$ cat src/rtl/reg_wb_arbiter.sv
// rtl/reg_wb_arbiter.sv - round-robin writeback arbiter driving the register file write port
module reg_wb_arbiter #(
  parameter int NREQ  = 3,
  parameter int DEPTH = 2
) (
  input  logic               clk,
  input  logic               rst,
  input  logic [NREQ-1:0]    req_valid,
  output logic [NREQ-1:0]    req_ready,
  input  logic [5*NREQ-1:0]  req_addr,
  input  logic [32*NREQ-1:0] req_data,
  output logic               rf_reg_write,
  output logic [4:0]         rf_write_reg,
  output logic [31:0]        rf_write_data,
  output logic [1:0]         rf_grant_id,
  input  logic [4:0]         hz_reg_1,
  input  logic [4:0]         hz_reg_2,
  output logic               hz_1,
  output logic               hz_2,
  output logic               idle
);
  localparam int AW = $clog2(DEPTH);
  localparam int CW = AW + 1;

  logic [4:0]    addr_q [NREQ][DEPTH];
  logic [31:0]   data_q [NREQ][DEPTH];
  logic [AW-1:0] wptr_q [NREQ];
  logic [AW-1:0] rptr_q [NREQ];
  logic [CW-1:0] cnt_q  [NREQ];

  logic [1:0]  rr_ptr_q, rr_ptr_d;
  logic        rf_we_q, rf_we_d;
  logic [4:0]  rf_reg_q, rf_reg_d;
  logic [31:0] rf_data_q, rf_data_d;
  logic [1:0]  rf_gid_q, rf_gid_d;

  logic [NREQ-1:0] empty, full, push, pop;
  logic            gnt_valid;
  logic [1:0]      gnt_id;
  logic [2:0]      scan_idx;
  logic [AW-1:0]   occ_off;
  logic            hz_raw_1, hz_raw_2;

  // FIFO status and requester handshake; ready looks at current occupancy only
  always_comb begin
    empty     = '0;
    full      = '0;
    req_ready = '0;
    push      = '0;
    for (int i = 0; i < NREQ; i++) begin
      empty[i]     = (cnt_q[i] == '0);
      full[i]      = (cnt_q[i] == CW'(DEPTH));
      req_ready[i] = ~full[i] & ~rst;
      push[i]      = req_valid[i] & req_ready[i];
    end
  end

  // Round-robin scan starting at rr_ptr; lowest offset with a queued entry wins
  always_comb begin
    gnt_valid = 1'b0;
    gnt_id    = '0;
    scan_idx  = '0;
    for (int k = NREQ - 1; k >= 0; k--) begin
      scan_idx = {1'b0, rr_ptr_q} + 3'(k);
      if (scan_idx >= 3'(NREQ)) begin
        scan_idx = scan_idx - 3'(NREQ);
      end
      if (!empty[scan_idx[1:0]]) begin
        gnt_valid = 1'b1;
        gnt_id    = scan_idx[1:0];
      end
    end
  end

  // Pop strobe for the granted FIFO
  always_comb begin
    pop = '0;
    for (int i = 0; i < NREQ; i++) begin
      pop[i] = gnt_valid && (gnt_id == 2'(i));
    end
  end

  // Next write-port contents; writes to r0 are consumed but never enabled
  always_comb begin
    rr_ptr_d  = rr_ptr_q;
    rf_we_d   = 1'b0;
    rf_reg_d  = rf_reg_q;
    rf_data_d = rf_data_q;
    rf_gid_d  = rf_gid_q;
    if (gnt_valid) begin
      rr_ptr_d  = (gnt_id == 2'(NREQ - 1)) ? 2'd0 : gnt_id + 2'd1;
      rf_reg_d  = addr_q[gnt_id][rptr_q[gnt_id]];
      rf_data_d = data_q[gnt_id][rptr_q[gnt_id]];
      rf_gid_d  = gnt_id;
      rf_we_d   = (addr_q[gnt_id][rptr_q[gnt_id]] != 5'd0);
    end
  end

  // Control state: pointers, occupancy, scheduler pointer and write port
  always_ff @(posedge clk) begin
    if (rst) begin
      for (int i = 0; i < NREQ; i++) begin
        wptr_q[i] <= '0;
        rptr_q[i] <= '0;
        cnt_q[i]  <= '0;
      end
      rr_ptr_q  <= '0;
      rf_we_q   <= 1'b0;
      rf_reg_q  <= '0;
      rf_data_q <= '0;
      rf_gid_q  <= '0;
    end else begin
      for (int i = 0; i < NREQ; i++) begin
        if (push[i]) wptr_q[i] <= wptr_q[i] + AW'(1);
        if (pop[i])  rptr_q[i] <= rptr_q[i] + AW'(1);
        case ({push[i], pop[i]})
          2'b10:   cnt_q[i] <= cnt_q[i] + CW'(1);
          2'b01:   cnt_q[i] <= cnt_q[i] - CW'(1);
          default: cnt_q[i] <= cnt_q[i];
        endcase
      end
      rr_ptr_q  <= rr_ptr_d;
      rf_we_q   <= rf_we_d;
      rf_reg_q  <= rf_reg_d;
      rf_data_q <= rf_data_d;
      rf_gid_q  <= rf_gid_d;
    end
  end

  // FIFO payload storage; contents are meaningless outside the occupied window
  always_ff @(posedge clk) begin
    for (int i = 0; i < NREQ; i++) begin
      if (push[i]) begin
        addr_q[i][wptr_q[i]] <= req_addr[5*i +: 5];
        data_q[i][wptr_q[i]] <= req_data[32*i +: 32];
      end
    end
  end

  // Hazard match against every occupied FIFO slot and the committing write
  always_comb begin
    hz_raw_1 = 1'b0;
    hz_raw_2 = 1'b0;
    occ_off  = '0;
    for (int i = 0; i < NREQ; i++) begin
      for (int j = 0; j < DEPTH; j++) begin
        occ_off = AW'(j) - rptr_q[i];
        if ({1'b0, occ_off} < cnt_q[i]) begin
          if (addr_q[i][j] == hz_reg_1) hz_raw_1 = 1'b1;
          if (addr_q[i][j] == hz_reg_2) hz_raw_2 = 1'b1;
        end
      end
    end
    if (rf_we_q && (rf_reg_q == hz_reg_1)) hz_raw_1 = 1'b1;
    if (rf_we_q && (rf_reg_q == hz_reg_2)) hz_raw_2 = 1'b1;
  end

  assign hz_1          = hz_raw_1 & (hz_reg_1 != 5'd0) & ~rst;
  assign hz_2          = hz_raw_2 & (hz_reg_2 != 5'd0) & ~rst;
  assign idle          = (&empty) & ~rf_we_q;
  assign rf_reg_write  = rf_we_q;
  assign rf_write_reg  = rf_reg_q;
  assign rf_write_data = rf_data_q;
  assign rf_grant_id   = rf_gid_q;

endmodule

$ cat config.mk
export PLATFORM = sky130hd
export DESIGN_NAME = reg_wb_arbiter
export DESIGN_NICKNAME = d
export VERILOG_FILES = /design/src/rtl/reg_wb_arbiter.sv
export SDC_FILE = /design/constraint.sdc
export NUM_CORES = 1
export LEC_CHECK = 0
export CORE_MARGIN = 5
export CORE_UTILIZATION = 25
export CTS_CLUSTER_DIAMETER = 80
export CTS_CLUSTER_SIZE = 40
export DETAILED_ROUTE_END_ITERATION = 10
export PLACE_DENSITY = 0.46
export SLEW_MARGIN = 15
export SYNTH_ARGS = -nofsm -noshare
export SYNTH_HDL_FRONTEND = slang
export SYNTH_SLANG_ARGS = --single-unit
$ cat constraint.sdc
create_clock -name clk -period 5.1 [get_ports clk]
set_clock_uncertainty 0.05 [all_clocks]
set_input_delay 1.53 -clock clk [delete_from_list [all_inputs] [get_ports clk]]
set_output_delay 1.53 -clock clk [all_outputs]
set_load 0.005 [all_outputs]
==> results of run 1 <==
## how the worst max path moves through the flow
stage	from	end	slack [ns]	cells past startpoint
finish	hz_reg_1[2]	hz_1	0.24	8
global placement	hz_reg_2[0]	hz_2	-0.06	8
CTS	hz_reg_1[2]	hz_1	0.21	8
detailed placement	hz_reg_1[0]	hz_1	-0.05	8
floorplan	hz_reg_1[0]	hz_1	0.93	6
global route	hz_reg_2[2]	hz_2	0.05	8
## cells by family after synthesis
group | share of synthesized area [%]
buffers and inverters | 4.27
muxes | 6.22
AOI/OAI and AO/OA | 13.3
adders and majority gates | 0.989
and+or+nand+nor | 6.45
xor gates and xnor gates | 5.30
DFF | 63.5
## placed cells by master (no fill, tap or decap), drive strengths merged, types with 12 or more instances in the layout
master,count
nor2,34
o21ai,69
edfxtp,234
inv,20
a21oi,52
nand3,23
and2b,12
xor2,47
mux2i,41
xnor2,28
clkdlybuf4s50,169
a221oi,32
nor2b,20
buf,42
nor4,15
clkbuf,22
nand2,20
dfxtp,42
a22o,32
mux2,32
## area by class of cell
class                   instances  area share (%)
inverters                      14           0.335
well taps                     664            5.30
clock inverters                14            1.38
flip-flops and latches        276            50.2
repair buffers                213            13.3
multi-input cells             520            26.0
clock buffers                  22            3.44
## critical path, delay by kind of cell
kind	cells	cell delay, ns
buffers and inverters	3	0.83
and+or+nand+nor	3	0.58
AOI/OAI and AO/OA	1	0.19
xor gates and xnor gates	1	0.14
## report_power, final
group | leakage, uW | internal (uW) | total (uW) | switching (uW)
Combinational | 0.00246 | 1650 | 4030 | 2380
Clock | 0.000361 | 883 | 1800 | 916
Sequential | 0.00250 | 2840 | 3090 | 252
Total | 0.00532 | 5370 | 8920 | 3550
## metal layers
metal	vias to the layer above	global-route usage [%]
met3	29	2.16
met4	0	2.38
met2	158	23.5
li1	3669	-
met5	-	0
met1	3956	18.4
## through the flow
stage / cells / setup TNS, ns / util (%)
floorplan: 878 / 0 / -
global placement: 1687 / -0.0932 / 30.5
detailed placement: 1687 / -0.0915 / 30.5
CTS: 1723 / 0 / 32.0
global route: 1723 / 0 / 32.0
finish: 1723 / 0 / 32.0
## timing repair
| action | in CTS | in global routing |
|---|---|---|
| gates resized for setup | 2 | 0 |
| setup endpoints to repair | 2 | 0 |
| hold buffers | 0 | 0 |
==> results.yml, run 1 <==
outcome:
  status: "complete, no violations"
cells_and_area:
  fillers: 4829
  multiInputGateArea_sq_um: 4070
  nets: 1180
  drive_gt1_share_pct: 17.0
  antenna_cells: 0
  largest_reg_flops: 192
  regArea_sq_um: 7870
  area_growth_pct: 26.4
  final_area_sq_um: 15700
placement:
  pre_cts_slack_ns: -0.0513
  io_buffers: 171
  gp_congestion: 0.838
  dpl_cell_area_sq_um: 14900
  hpwl_microns: 25600
clock_network:
  post_cts_buffers: 0
  cts_root_buffer: "clkbuf_16"
  cts.sinks: 276
  cts_buffer_depth: 3
  numCtsBuffers: 20
  htree_levels: 1
  clock_latency_ns: 0.53
  clk_pin_slew_ns: 0.09
  cts_tree: "yes"
pwr:
  power.density_nw_per_um2: 569
  ir_worst_vdd_uv: 256
  finalPower_uw: 8920
  p_leak_uw: 0.00532
worst_setup_path:
  critPathMaxFanout: 8
  worst-r2r-setup-slack_ns: 1.39
  critPathLaunchType: "input pin"
  slowest_delay_ns: 0.44
  end_kind: "output port"
  rr_worst_depth: 12
  worstPathCellList: "clkdlybuf4s50_1 -> buf_12 -> xor2_1 -> nor4_1 -> nand3_1 -> nand4_1 -> o221a_2 -> dlygate4sd2_1"
  cp.required_ns: 3.52
  rr_endpoint: "cnt_q[2][1]"
  critPathKind: "input pin to output port"
  worstReg2RegStart: "cnt_q[2][0]"
  cp_slowest_cell: "clkdlybuf4s50_1"
  critPathArrivalTime_ns: 3.28
drt:
  drt_iter0_markers: 430
  wl_met2_microns: 18500
  via_count: 7812
  ant_nets: 0
  dr_wl_met3_microns: 1500
  avgViaCountPerCell: 4.53
  met1Wirelength_microns: 17400
  postRouteWirelength_microns: 37800
  drcViolationCount: 0
  routedWlPerCell_microns: 22.0
  drtPass1Iterations: 4
  maxUsedRoutingLayer: "met4"
yosys:
  async_flop_share_pct: 0
  synth.most_common_cell: "edfxtp_1"
  synth_area_per_cell_sq_um: 14.1
  syn_area_sq_um: 12400
  synth_top_area_share_pct: 56.7
  synth_flop_cell: "edfxtp_1"
  ys_warn_count: 0
  yosys-top-cells-area: "edfxtp_1 (57%), dfxtp_1 (6.8%), a221oi_2 (3.6%), xor2_1 (3.3%), mux2i_1 (3.3%)"
  synth_top_cell_by_area: "edfxtp_1"
  synth_cell_types: 61
  synth_edf_count: 234
  postSynthCellCount: 878
  ys_ff_latch: 276
  ys_seq_area_share_pct: 63.5
  synthesis.nets: 1013
  synth_common_cells: "edfxtp_1 (234), a21oi_1 (51), xor2_1 (47)"
timing:
  min_period_over_period_pct: 95.3
  max_slew_margin_pct: 36.0
  slew_violations: 0
  fin_ws_ns: 0.238
  worst_pin_slew_ns: 0.960
  whs_ns: 0.437
  finalHoldViolCount: 0
  setup_viol: 0
  max_freq_ghz: 0.206
  rsz0062_at_grt: "no"
  min_period_ns: 4.86
floorplanning:
  placementRows: 81
  num_io_pins: 172
  coreArea_sq_um: 49000
  dieHeight_microns: 233
  chipWidth_microns: 233
  dieArea_sq_um: 54100
  initial_core_util_pct: 25.3
global_route:
  grt_max_degree: 40
  grt_pass1_vias: 8217
  grt_overflow: 0
  antenna_found_initial: 2
  grt_pass1_wl_microns: 55100
  track_usage_pct: 13.6
hold_path:
  min_to: "rr_ptr_q[1]"
  hold_class: "register to register"
  min_from: "rr_ptr_q[1]"
  holdPathStages: 2
run:
  cap_violations: 0
No activity file was read; power rests on OpenSTA's default activity.
==> run 2, diff against run 1 <==
--- a/config.mk
+++ b/config.mk
@@ -10,7 +10,9 @@
 export CTS_CLUSTER_DIAMETER = 80
 export CTS_CLUSTER_SIZE = 40
 export DETAILED_ROUTE_END_ITERATION = 10
+export HOLD_SLACK_MARGIN = 0.05
 export PLACE_DENSITY = 0.46
+export SKIP_CTS_REPAIR_TIMING = 1
 export SLEW_MARGIN = 15
 export SYNTH_ARGS = -nofsm -noshare
 export SYNTH_HDL_FRONTEND = slang
==> run 2 against run 1 <==
- first-iteration DRC count is 8.1% higher
- sequential share of layout area is 0.21 points lower
- clock power hardly changed
- register-to-register slack better by 0.04 ns
- total power is 0.15% higher
- flip-flop and latch count stayed put
- combinational power hardly changed
- utilization is 0.13 points higher
- sequential power hardly changed
- fmax is 2.4% higher
- final cell count stayed put
==> results.yml, run 2 (synthesis results as in run 1) <==
pwr:
  ir_worst_vdd_uv: 256
  power_frac_comb_pct: 45.2
  p_leak_uw: 0.00540
  power.share.clock_pct: 20.2
  p_int_uw: 5370
  swShare_pct: 39.8
  p_sw_uw: 3560
  seqPwrFrac_pct: 34.6
  power.density_nw_per_um2: 568
worst_setup_path:
  critPathKind: "input pin to output port"
  end_kind: "output port"
  worstReg2RegStart: "cnt_q[2][0]"
  slowest_delay_ns: 0.42
  worst-r2r-setup-slack_ns: 1.43
  rr_worst_depth: 12
  critPathArrivalTime_ns: 3.17
  critPathMaxFanout: 8
  cp.required_ns: 3.52
  critPathLaunchType: "input pin"
  rr_endpoint: "cnt_q[2][1]"
  worstPathCellList: "clkdlybuf4s50_1 -> buf_6 -> xor2_1 -> nor4_1 -> nand3_1 -> nand4_1 -> o221a_2 -> dlymetal6s2s_1"
  cp_slowest_cell: "clkdlybuf4s50_1"
clock_network:
  clk_pin_slew_ns: 0.09
  cts_root_buffer: "clkbuf_16"
  htree_levels: 1
  clock_latency_ns: 0.54
  cts.sinks: 276
  numCtsBuffers: 20
  cts_buffer_depth: 3
  cts_tree: "yes"
floorplanning:
  chipWidth_microns: 233
  placementRows: 81
  coreArea_sq_um: 49000
  initial_core_util_pct: 25.3
  dieArea_sq_um: 54100
  dieHeight_microns: 233
  num_io_pins: 172
hold_path:
  hold_class: "register to register"
  min_from: "rr_ptr_q[1]"
  min_to: "rr_ptr_q[1]"
  holdPathStages: 2
run:
  cap_violations: 0
drt:
  maxUsedRoutingLayer: "met4"
  drtPass1Iterations: 4
  drt_iter0_markers: 465
  wl_met2_microns: 18600
  dr_wl_met3_microns: 1610
  drcViolationCount: 0
  avgViaCountPerCell: 4.55
  routedWlPerCell_microns: 22.0
  via_count: 7844
  ant_nets: 0
  postRouteWirelength_microns: 37900
  met1Wirelength_microns: 17300
cells_and_area:
  nets: 1180
  mostFrequentLayoutCell: "edfxtp_1"
  final_core_util_pct: 32.1
  layout_common_cells: "edfxtp_1 (234), clkdlybuf4s50_1 (164), a21oi_1 (51)"
  largest_reg_flops: 192
  drive_gt1_share_pct: 17.6
  antenna_cells: 0
  area_growth_pct: 26.9
placement:
  hpwl_microns: 25600
  gp_congestion: 0.838
  io_buffers: 171
global_route:
  grt_pass1_wl_microns: 55200
  grt_max_degree: 40
  grt_pass1_vias: 8212
  grt_overflow: 0
  track_usage_pct: 13.6
  antenna_found_initial: 2
timing:
  min_period_over_period_pct: 93.1
  max_slew_margin_pct: 35.6
  finalHoldViolCount: 0
  rsz0062_at_grt: "no"
  worst_pin_slew_ns: 0.966
  min_period_ns: 4.75
  whs_ns: 0.437
  slew_violations: 0
  max_freq_ghz: 0.211
  setup_viol: 0
outcome:
  status: "complete, no violations"
==> run 2: critical path: cells and delay by family <==
| family | cells | cell delay (ns) |
|---|---|---|
| buffers and inverters | 3 | 0.70 |
| XOR/XNOR | 1 | 0.14 |
| AO/OA/AOI/OAI | 1 | 0.23 |
| AND/OR/NAND/NOR | 3 | 0.56 |
==> run 2: area by class of cell <==
type | count | area [sq um]
Clock buffer | 22 | 539
Sequential cell | 276 | 7870
Timing Repair Buffer | 213 | 2110
Tap cell | 664 | 831
Fill cell | 4822 | 33200
Multi-Input combinational cell | 520 | 4110
Clock inverter | 14 | 216
Inverter | 14 | 52.6
==> run 2: stage by stage <==
stage | std cells | setup TNS, ns | area (sq um) | power [uW] | setup slack, ns
5_1_grt | 1723 | 0 | 15700 | 9500 | 0.302
2_1_floorplan | 878 | 0 | 12400 | 5940 | 0.934
3_5_place_dp | 1687 | -0.0915 | 14900 | 7250 | -0.0513
4_1_cts | 1723 | -0.126 | 15700 | 9100 | -0.0681
6_report | 1723 | 0 | 15700 | 8930 | 0.352
3_3_place_gp | 1687 | -0.0932 | 14900 | 7230 | -0.0633
==> run 2: power groups by stage <==
stage / clock network, uW / registers (uW) / logic, uW
2_1_floorplan: 0 / 3030 / 2910
3_3_place_gp: 0 / 3140 / 4080
3_5_place_dp: 0 / 3140 / 4110
4_1_cts: 1880 / 3100 / 4120
5_1_grt: 1970 / 3130 / 4400
6_report: 1800 / 3090 / 4040
==> run 2: metal layers <==
layer	up-vias	global-route usage (%)
met5	-	0
met4	0	2.38
met3	29	2.16
met2	161	23.5
met1	3979	18.5
li1	3675	-
==> run 2: worst max-delay path by stage <==
stage	startpoint	end	slack, ns	cells past startpoint
5_1_grt	hz_reg_2[0]	hz_2	0.30	8
2_1_floorplan	hz_reg_1[0]	hz_1	0.93	6
4_1_cts	hz_reg_1[0]	hz_1	-0.07	8
3_5_place_dp	hz_reg_1[0]	hz_1	-0.05	8
6_report	hz_reg_2[2]	hz_2	0.35	8
3_3_place_gp	hz_reg_2[0]	hz_2	-0.06	8
==> run 3, diff against run 2 <==
--- a/config.mk
+++ b/config.mk
@@ -5,8 +5,10 @@
 export SDC_FILE = /design/constraint.sdc
 export NUM_CORES = 1
 export LEC_CHECK = 0
+export CAP_MARGIN = 20
 export CORE_MARGIN = 5
 export CORE_UTILIZATION = 25
+export CTS_BUF_LIST = sky130_fd_sc_hd__clkbuf_16
 export CTS_CLUSTER_DIAMETER = 80
 export CTS_CLUSTER_SIZE = 40
 export DETAILED_ROUTE_END_ITERATION = 10
==> run 3 against run 2 <==
- non-clock buffer count stayed put
- critical path type unchanged
- critical endpoint unchanged
- via count is 0.48% lower
- sequential share of layout area hardly changed
- critical path depth stayed put
- register-to-register slack hardly changed
- combinational power hardly changed
- global-route usage stayed put
- largest cell class unchanged
- highest routed layer unchanged
==> results.yml, run 3 (synthesis results as in run 1) <==
global_route:
  antenna_found_initial: 2
  track_usage_pct: 13.6
  grt_max_degree: 40
  grt_pass1_vias: 8211
  grt_overflow: 0
  grt_pass1_wl_microns: 55200
floorplanning:
  dieArea_sq_um: 54100
  chipWidth_microns: 233
  initial_core_util_pct: 25.3
  placementRows: 81
  dieHeight_microns: 233
  num_io_pins: 172
  coreArea_sq_um: 49000
timing:
  slew_violations: 0
  max_slew_margin_pct: 35.4
  min_period_ns: 4.75
  finalHoldViolCount: 0
  worst_pin_slew_ns: 0.969
  rsz0062_at_grt: "no"
  max_freq_ghz: 0.211
  whs_ns: 0.437
  min_period_over_period_pct: 93.1
  setup_viol: 0
  fin_ws_ns: 0.351
worst_setup_path:
  rr_worst_depth: 11
  end_kind: "output port"
  critPathMaxFanout: 8
  worstReg2RegStart: "cnt_q[2][0]"
  rr_endpoint: "rf_write_data[6]"
  cp.required_ns: 3.52
  cp_slowest_cell: "clkdlybuf4s50_1"
  critPathArrivalTime_ns: 3.17
  critPathKind: "input pin to output port"
  slowest_delay_ns: 0.42
  critPathLaunchType: "input pin"
  startpoint: "hz_reg_2[2]"
  worstSetupEndpoint: "hz_2"
  worstPathCellList: "clkdlybuf4s50_1 -> buf_6 -> xor2_1 -> nor4_1 -> nand3_1 -> nand4_1 -> o221a_2 -> dlymetal6s2s_1"
  worst-r2r-setup-slack_ns: 1.43
clock_network:
  clock_latency_ns: 0.54
  numCtsBuffers: 20
  cts_tree: "yes"
  cts_buffer_depth: 3
  cts_root_buffer: "clkbuf_16"
  cts.sinks: 276
  clk_pin_slew_ns: 0.09
  htree_levels: 1
hold_path:
  hold_class: "register to register"
cells_and_area:
  fin_cells: 1723
  mostFrequentLayoutCell: "edfxtp_1"
  nets: 1180
  final_core_util_pct: 32.1
  antenna_cells: 0
  area_growth_pct: 26.8
  drive_gt1_share_pct: 17.5
  layout_common_cells: "edfxtp_1 (234), clkdlybuf4s50_1 (164), a21oi_1 (51)"
  largest_reg_flops: 192
run:
  cap_violations: 0
placement:
  hpwl_microns: 25600
  gp_congestion: 0.838
  pre_cts_slack_ns: -0.0513
  io_buffers: 171
  place_inst: 1687
pwr:
  power.density_nw_per_um2: 567
  p_leak_uw: 0.00540
  ir_worst_vdd_uv: 256
drt:
  drcViolationCount: 0
  avgViaCountPerCell: 4.53
  ant_nets: 0
  drtPass1Iterations: 5
  drt_iter0_markers: 469
  via_count: 7806
  routedWlPerCell_microns: 22.0
  postRouteWirelength_microns: 37900
outcome:
  status: "complete, no violations"
[run 3: changes by cell type in the layout (fill, tap and decap cells not counted)]
| cell | change |
|---|---|
| clkbuf_8 | -1 |
| clkinv_1 | +1 |
[run 3: how the worst min path moves through the flow]
| stage | start | endpoint | depth (start not counted) |
|---|---|---|---|
| after CTS | rr_ptr_q[1] | rr_ptr_q[1] | 2 |
| after floorplan | rr_ptr_q[1] | rr_ptr_q[1] | 2 |
| after global placement | rr_ptr_q[1] | rr_ptr_q[1] | 2 |
| final | rr_ptr_q[1] | rr_ptr_q[1] | 2 |
| after global routing | rr_ptr_q[1] | rr_ptr_q[1] | 2 |
| after detailed placement | rf_write_data[7] | rf_write_data[7] | 1 |
[run 3: cell type report]
| class | instances | area, sq um |
|---|---|---|
| Fill cell | 4823 | 33200 |
| Timing Repair Buffer | 213 | 2110 |
| Multi-Input combinational cell | 520 | 4110 |
| Clock inverter | 15 | 220 |
| Inverter | 14 | 52.6 |
| Tap cell | 664 | 831 |
| Clock buffer | 21 | 526 |
| Sequential cell | 276 | 7870 |
[run 3: routing by layer]
| metal | global-route usage (%) | share of wire, % | vias up |
|---|---|---|---|
| li1 | - | - | 3682 |
| met1 | 18.5 | 46 | 3939 |
| met2 | 23.5 | 49 | 158 |
| met3 | 2.16 | 4.3 | 27 |
| met4 | 2.38 | 1.1 | 0 |
| met5 | 0 | 0 | - |
[run 3: critical path, delay by kind of cell]
family          cells  cell delay, ns
xor+xnor            1            0.14
simple gates        3            0.56
compound gates      1            0.23
buf+inv             3            0.71
[run 3: report_power, final]
| part | switching [uW] | total [uW] | internal (uW) |
|---|---|---|---|
| sequential | 252 | 3090 | 2840 |
| clock | 921 | 1790 | 868 |
| combinational | 2380 | 4040 | 1650 |
[run 3: stage by stage]
step,total power (uW),area [sq um],setup TNS [ns]
after floorplan,5940,12400,0
after global placement,7230,14900,-0.0932
after detailed placement,7250,14900,-0.0915
after CTS,9090,15700,-0.126
after global routing,9480,15700,0
final,8910,15700,0
